## config.mk

```make
export PLATFORM = sky130hd
export DESIGN_NAME = multibyte_add_sequencer
export DESIGN_NICKNAME = d
export VERILOG_FILES = /design/src/rtl/multibyte_add_sequencer.sv
export SDC_FILE = /design/constraint.sdc
export NUM_CORES = 1
export LEC_CHECK = 0
export ABC_AREA = 0
export BUFFER_PORTS_ARGS = -buffer_cell sky130_fd_sc_hd__buf_2
export CAP_MARGIN = 25
export CORE_MARGIN = 5
export CORE_UTILIZATION = 40
export DETAILED_ROUTE_END_ITERATION = 10
export HOLD_SLACK_MARGIN = 0.1
export PLACE_DENSITY = 0.68
export SYNTH_ARGS = -nofsm -noshare
export SYNTH_HDL_FRONTEND = slang
export SYNTH_SLANG_ARGS = --single-unit
```

## constraint.sdc

```tcl
create_clock -name clk -period 7.1 [get_ports clk]
set_input_delay 1.775 -clock clk [delete_from_list [all_inputs] [get_ports clk]]
set_output_delay 1.775 -clock clk [all_outputs]
set_load 0.01 [all_outputs]
```

## src/rtl/multibyte_add_sequencer.sv

```systemverilog
// Byte-serial multi-precision adder/subtractor: one shared 8-bit add stage,
// walked LSB-first across NBYTES lanes, with the inter-byte carry held in carry_reg.
module multibyte_add_sequencer #(
  parameter int NBYTES = 4
) (
  input  logic                  clk,
  input  logic                  rst,
  input  logic                  start,
  input  logic                  op,
  input  logic [8*NBYTES-1:0]   a_in,
  input  logic [8*NBYTES-1:0]   b_in,
  input  logic                  cin,
  output logic                  busy,
  output logic                  done,
  output logic [8*NBYTES-1:0]   sum_out,
  output logic                  cout,
  output logic [1:0]            state_dbg
);

  localparam int W  = 8 * NBYTES;
  localparam int IW = (NBYTES > 1) ? $clog2(NBYTES) : 1;
  localparam logic [IW-1:0] LAST = IW'(NBYTES - 1);

  typedef enum logic [1:0] {
    IDLE = 2'd0,
    ADD  = 2'd1,
    DONE = 2'd2
  } state_t;

  state_t          state;
  logic [IW-1:0]   idx;
  logic            carry_reg;
  logic [W-1:0]    a_reg;
  logic [W-1:0]    b_reg;
  logic [8:0]      s;

  // The only adder in the block: one byte lane plus the carry from the previous lane.
  always_comb begin
    s = {1'b0, a_reg[idx*8 +: 8]} + {1'b0, b_reg[idx*8 +: 8]} + {8'd0, carry_reg};
  end

  always_ff @(posedge clk) begin
    if (rst) begin
      state     <= IDLE;
      idx       <= '0;
      carry_reg <= 1'b0;
      a_reg     <= '0;
      b_reg     <= '0;
      sum_out   <= '0;
      cout      <= 1'b0;
    end else begin
      case (state)
        IDLE: begin
          if (start) begin
            // Subtract is a + ~b + 1, so the inversion and the +1 happen here once.
            a_reg     <= a_in;
            b_reg     <= op ? ~b_in : b_in;
            carry_reg <= op ? 1'b1 : cin;
            idx       <= '0;
            sum_out   <= '0;
            state     <= ADD;
          end
        end
        ADD: begin
          sum_out[idx*8 +: 8] <= s[7:0];
          carry_reg           <= s[8];
          idx                 <= idx + 1'b1;
          if (idx == LAST) begin
            cout  <= s[8];
            state <= DONE;
          end
        end
        DONE: begin
          state <= IDLE;
        end
        default: begin
          state <= IDLE;
        end
      endcase
    end
  end

  assign busy      = (state == ADD);
  assign done      = (state == DONE);
  assign state_dbg = state;

endmodule

```

==> flow_summary.ini, run 1 <==
[outcome]
status = completed

[global_route]
grt_max_degree = 97
gr-total-overflow = 0
grt_first_pass_wirelength_um = 18800
grtUsageMet2 = 0.271
grt_use_met1 = 0.209
grt_use_total = 0.165
use_met3 = 0.0428
grt_busiest_layer = met2
antenna_found_initial = 0
grt_pass1_vias = 3752

[synth]
synthCells = 488
synth_top_area_share = 0.441
yosys.area.top_type = dfxtp_1
ys_warn_count = 0
synth_edf_count = 0
synth-seq-cells = 102
synth_common_cells = dfxtp_1, nand2_1, nor2_1
syn_nets = 570
postSynthAreaPerCell_sq_um = 9.49
ys_async_sr_fraction = 0
post-synth-top-count-cell = dfxtp_1
seq_area_frac_synth = 0.441
yosys-top-cells-area = dfxtp_1, mux4_2, xnor2_1, nand2_1, a211oi_1
ys.flop_type = dfxtp_1
yosysUniqueCellTypes = 49
syn-cell-area_sq_um = 4630

[cts]
clkSinkCount = 102
post_cts.repair.setup_buffers = 0
cts_root_buf = clkbuf_16
clkTransAtPathRegs_ns = 0.07
cts_tree = yes
cts_resized = 0
cts_max_path_buffers = 2
insertion_delay_ns = 0.35
htree_levels = 3
numCtsBuffers = 9
ctsHoldBuffers = 0

[sta]
fin_crit_ns = 3.36
slew_headroom = 0.383
setup_viol = 0
finalHoldViolCount = 0
final_min_period_over_clock_period = 0.473
rsz0062_at_grt = no
fin_worst_skew_ns = 0.00867
maxSlewViolCount = 0
finalSetupTns_ns = 0
fmax_ghz = 0.298
setup_ws_ns = 3.74
tightest_slew_ns = 0.926

[power]
power_density_nw_per_um2 = 238
worst_ir_drop_vdd_v = 0.000140
p_leak_uw = 0.00227

[routing]
ant_nets = 0
drc = 0
drt_iter0_drc = 276
first_pass_iters = 4
vias = 3744
wl_um = 11300
via_per_inst = 5.20
wl_per_cell_um = 15.8

[worst_setup_path]
critPathMaxFanout = 18
cp-end-kind = register
criticalPathCategory = register to register
required_ns = 7.39
crit_arrival_ns = 3.65
startpoint_type = register

[hold_path]
hold_path.class = register to register

[floorplan]
core_sq_um = 11400
start_util = 0.407
die_area_sq_um = 13800
ioPinCount = 106
die_w_um = 118
rows = 39
die_h_um = 118

[run]
cap_violations = 0

[placed_design]
routabilityCongestion = 0.842
post-dp-hpwl_um = 8510
portBuffers = 105
dpl_worst_slack_ns = 3.74

[final_layout]
area_growth_pct = 18.6
antenna_cells = 0
nNetsFinal = 654
drive_above_1_share = 0.255
[worst max-delay path, stage by stage, from the launching register on]
cell       delay, ns
dfxtp_1         0.48
buf_4           0.39
mux4_2          0.58
fa_1            0.45
inv_1           0.09
fa_1            0.21
nor2b_1         0.08
o2111ai_1       0.21
o211ai_1        0.18
xor2_1          0.41
a22o_1          0.22
[stage by stage]
stage                     instances  utilization  total power, uW  instance area (sq um)  hold slack (ns)
after floorplan                 488            -              783                   4630            0.433
final                           720        0.483             1310                   5490            0.456
after CTS                       720        0.483             1320                   5490            0.456
after global placement          704        0.457              839                   5200            0.442
after detailed placement        704        0.457              846                   5200            0.446
after global routing            720        0.483             1370                   5490            0.471
[cell families after synthesis]
kind of cell | synth area share
xor+xnor | 0.0700
mux | 0.0800
fa+ha+maj | 0.0384
flops | 0.441
buf+inv | 0.0427
simple gates | 0.143
compound gates | 0.185
[cells in the final DEF, fill, tap and decap left out, types with 4 or more instances in the layout]
cell	Yosys	routed
a21oi_1	38	38
clkbuf_16	0	9
nand2_1	74	74
a21o_1	6	6
a22oi_1	14	14
o21ai_0	6	6
nor2_1	53	53
ha_1	11	11
xnor2_1	36	36
mux4_2	16	16
a22o_1	15	15
dfxtp_1	102	102
inv_1	9	9
and2_1	4	4
buf_2	14	105
a211oi_1	33	33
[worst paths after layout]
path	from	to	slack [ns]	cells after the start
min reg2reg	a_reg[28]	a_reg[28]	0.46	2
min	a_reg[28]	a_reg[28]	0.46	2
max reg2reg	idx[0]	sum_out[6]	3.74	10
max	idx[0]	sum_out[6]	3.74	10
[routing by layer]
layer	vias to the layer above	wire length, um
li1	1885	-
met1	1731	4990
met2	112	5400
met3	16	719
met4	0	229
met5	-	0
[layout make-up]
cell class | instances | area, sq um
fill | 1088 | 5880
multi-input combinational | 342 | 2400
sequential | 102 | 2040
timing repair buffer | 108 | 548
clock buffer | 10 | 239
tap | 143 | 179
clock inverter | 6 | 56.3
inverter | 9 | 33.8
[power breakdown]
| part | switching, uW | internal (uW) | total [uW] |
|---|---|---|---|
| Sequential | 19.2 | 604 | 623 |
| Clock | 226 | 253 | 479 |
| Combinational | 119 | 89.0 | 208 |
No activity file was read; power rests on OpenSTA's default activity.
==> run 2, diff against run 1 <==
PLACE_DENSITY = 0.71   (was 0.68)
clock period = 3 ns   (was 7.1 ns; I/O delays follow)
==> flow_summary.ini, run 2 (synthesis results as in run 1) <==
[outcome]
status = completed

[cts]
insertion_delay_ns = 0.34
htree_levels = 3
post_cts.repair.setup_buffers = 0
ctsHoldBuffers = 0
clkSinkCount = 102
cts_root_buf = clkbuf_16
cts_max_path_buffers = 2
clkTransAtPathRegs_ns = 0.07
cts_tree = yes
numCtsBuffers = 9

[worst_setup_path]
slowest_delay_ns = 0.55
crit_arrival_ns = 3.09
r2r_slack_ns = 0.20
crit_buf_inv = 1
cp-end-kind = register
required_ns = 3.28
crit_top_cell = fa_1
crit_chain = mux4_2 -> fa_1 -> inv_1 -> fa_1 -> nor2b_1 -> o2111ai_1 -> o211ai_1 -> xor2_1 -> a22o_1
startpoint_type = register
critPathMaxFanout = 5
cp_top_family = adder cells
criticalPathCategory = register to register
crit_slowest_cell = mux4_2

[routing]
drt_iter0_drc = 259
wl_um = 11500
first_pass_iters = 4
drc = 0
wl_per_cell_um = 15.9
vias = 3779
via_per_inst = 5.21
ant_nets = 0

[global_route]
grt_first_pass_wirelength_um = 19200
antenna_found_initial = 0
grt_pass1_vias = 3770
grt_max_degree = 97
gr-total-overflow = 0
grt_use_total = 0.167

[final_layout]
multi_input_area_sq_um = 2400
regArea_sq_um = 2040
final_cells = 725
area_growth_pct = 19.6
nNetsFinal = 659
antenna_cells = 0
drive_above_1_share = 0.261
final_cell_mix = buf_2, dfxtp_1, nand2_1
final.fill_count = 1089
layout_commonest_cell = buf_2

[floorplan]
die_w_um = 118
start_util = 0.407
ioPinCount = 106
die_h_um = 118
core_sq_um = 11400
die_area_sq_um = 13800
rows = 39

[sta]
tightest_slew_ns = 0.731
slew_headroom = 0.509
finalSetupTns_ns = 0
finalHoldViolCount = 0
fin_crit_ns = 2.80
fmax_ghz = 0.357
setup_viol = 0
rsz0062_at_grt = no
setup_ws_ns = 0.197
fin_worst_skew_ns = 0.00967
maxSlewViolCount = 0
final_min_period_over_clock_period = 0.934

[power]
power_density_nw_per_um2 = 558
worst_ir_drop_vdd_v = 0.000272
p_leak_uw = 0.00228
p_total_uw = 3090

[placed_design]
dpl_worst_slack_ns = 0.187
routabilityCongestion = 0.876
post-dp-hpwl_um = 8690
post-place-cells = 709
portBuffers = 105

[hold_path]
hold_path.class = register to register

[run]
cap_violations = 0
==> run 2: cell types whose count changed in the layout (fill, tap and decap cells not counted), sizes merged <==
cell,previous run,this run
buf,108,113
clkbuf,10,11
clkinvlp,0,2
clkinv,5,1
inv,10,11
==> run 2: stage by stage <==
stage | util | hold slack [ns] | cell area, sq um
floorplan | - | 0.433 | 4630
global placement | 0.462 | 0.445 | 5250
detailed placement | 0.462 | 0.450 | 5250
CTS | 0.487 | 0.462 | 5530
global route | 0.487 | 0.484 | 5540
finish | 0.487 | 0.464 | 5540
==> run 2: repair_timing <==
action,4_1_cts,5_1_grt
gates resized for setup,0,2
endpoints found under the hold margin,0,0
endpoints found under the setup margin,0,1
==> run 2: power breakdown <==
group	switching (uW)	internal [uW]	leakage (uW)	total, uW
combinational	283	217	0.00132	500
sequential	54.0	1430	0.000835	1480
clock	516	593	0.000133	1110
total	852	2240	0.00228	3090
==> run 2: tightest hold or removal path, stage by stage, from the launching register on <==
cell     delay [ns]
dfxtp_1        0.31
nand2_1        0.05
a21oi_1        0.05
==> run 2: path summary, 6_finish.rpt <==
check | endpoint | startpoint | depth (start not counted)
min reg2reg | a_reg[22] | a_reg[22] | 2
min | a_reg[22] | a_reg[22] | 2
max reg2reg | sum_out[6] | idx[0] | 9
max | sum_out[6] | idx[0] | 9
==> run 2: per-layer routing <==
layer	up-vias	track usage	routed length (um)
met3	9	0.0370	666
met4	0	0.0480	110
met1	1760	0.223	5410
li1	1904	-	-
met5	-	0	0
met2	106	0.271	5350
==> run 2: layout make-up <==
type | count | area share
Timing Repair Buffer | 113 | 0.108
Multi-Input combinational cell | 342 | 0.434
Inverter | 9 | 0.00610
Clock inverter | 5 | 0.00745
Sequential cell | 102 | 0.369
Clock buffer | 11 | 0.0438
Tap cell | 143 | 0.0323
==> run 3, diff against run 2 <==
CORE_UTILIZATION = 49   (was 40)
PLACE_DENSITY = 0.82   (was 0.71)
==> flow_summary.ini, run 3 (synthesis results as in run 1) <==
[routing]
ant_nets = 0
drc = 0
vias = 3808
via_per_inst = 5.35
drt_iter0_drc = 204
wl_um = 10900
first_pass_iters = 4
wl_per_cell_um = 15.3

[final_layout]
final.fill_count = 793
antenna_cells = 0
nNetsFinal = 660
area_growth_pct = 17.0
fin_util = 0.586
final_cell_area_sq_um = 5420
layout_commonest_cell = buf_2
final_cell_mix = buf_2, dfxtp_1, nand2_1
drive_above_1_share = 0.262

[placed_design]
routabilityCongestion = 0.848
portBuffers = 105
post-dp-hpwl_um = 8330
dpl_cell_area_sq_um = 5240

[sta]
maxSlewViolCount = 0
final_min_period_over_clock_period = 0.926
slew_headroom = 0.544
fin_hold_ws_ns = 0.464
finalSetupTns_ns = 0
fmax_ghz = 0.360
fin_crit_ns = 2.78
tightest_slew_ns = 0.683
finalHoldViolCount = 0
fin_worst_skew_ns = 0.0117
setup_viol = 0
rsz0062_at_grt = no

[power]
p_leak_uw = 0.00223
power_density_nw_per_um2 = 513
worst_ir_drop_vdd_v = 0.000221

[floorplan]
core_sq_um = 9240
start_util = 0.501
die_w_um = 107
rows = 35
die_area_sq_um = 11500
ioPinCount = 106
die_h_um = 107

[global_route]
grt_first_pass_wirelength_um = 17900
grt_max_degree = 97
antenna_found_initial = 0
grt_pass1_vias = 3628
gr-total-overflow = 0
grt_use_total = 0.194

[cts]
cts_tree = yes
clkTransAtPathRegs_ns = 0.11
cts_max_path_buffers = 2
cts_root_buf = clkbuf_8
clkSinkCount = 102
ctsHoldBuffers = 0
insertion_delay_ns = 0.37
numCtsBuffers = 9
htree_levels = 3

[worst_setup_path]
slowest_delay_ns = 0.55
crit_buf_inv = 1
crit_chain = mux4_2 -> fa_1 -> inv_1 -> fa_1 -> nor2b_1 -> o2111ai_1 -> o211ai_1 -> xor2_1 -> a22o_1
r2r_slack_ns = 0.22
required_ns = 3.33
critPathMaxFanout = 5
reg2reg_from = idx[0]
endpoint = sum_out[14]
r2r-end = sum_out[14]
r2r_cells = 9
crit_arrival_ns = 3.10
startpoint = idx[0]
cp-end-kind = register
criticalPathCategory = register to register
crit_slowest_cell = mux4_2
startpoint_type = register
path_depth = 9
cp_top_family = adder cells
crit_top_cell = fa_1

[outcome]
status = completed

[hold_path]
hold_path.class = register to register

[run]
cap_violations = 0
[run 3: how the worst min path moves through the flow]
stage,start,to,slack [ns],cells after the start
final,a_reg[30],a_reg[30],0.46,2
after global routing,a_reg[20],a_reg[20],0.48,2
after CTS,a_reg[3],a_reg[3],0.46,2
after detailed placement,a_reg[3],a_reg[3],0.45,2
after global placement,a_reg[12],a_reg[12],0.45,2
after floorplan,a_reg[16],a_reg[16],0.43,2
[run 3: stage by stage]
stage | power (uW) | worst slack (ns) | cells
after CTS | 2790 | 0.141 | 712
after global routing | 2910 | 0.0558 | 712
final | 2780 | 0.223 | 712
after floorplan | 1850 | 0.128 | 488
after global placement | 1990 | 0.262 | 696
after detailed placement | 2000 | 0.178 | 696
[run 3: power breakdown]
part	internal [uW]	leakage (uW)	switching (uW)
registers	1430	0.000835	50.7
clock network	310	0.0000789	495
logic	216	0.00132	278
total	1960	0.00223	824
[run 3: per-layer routing]
metal | GRT usage | vias up | routed length [um]
met4 | 0.0685 | 0 | 199
met3 | 0.0373 | 15 | 753
li1 | - | 1892 | -
met2 | 0.298 | 124 | 5030
met5 | 0 | - | 0
met1 | 0.272 | 1777 | 4920
[run 3: worst reg2reg max path, stage by stage (launching register included)]
cell	delay, ns
dfxtp_1	0.46
mux4_2	0.55
fa_1	0.45
inv_1	0.09
fa_1	0.22
nor2b_1	0.07
o2111ai_1	0.19
o211ai_1	0.19
xor2_1	0.33
a22o_1	0.20
[run 3: layout make-up]
cell class / instances / area (sq um) / area share
Multi-Input combinational cell: 342 / 2400 / 0.442
Clock inverter: 7 / 56.3 / 0.0104
Sequential cell: 102 / 2040 / 0.377
Tap cell: 129 / 161 / 0.0298
Inverter: 9 / 33.8 / 0.00623
Timing Repair Buffer: 114 / 606 / 0.112
Clock buffer: 9 / 124 / 0.0229
[run 3: timing repair]
action / in CTS / in global routing
setup buffers: 0 / 0
gates resized for setup: 0 / 1
endpoints found under the setup margin: 0 / 4
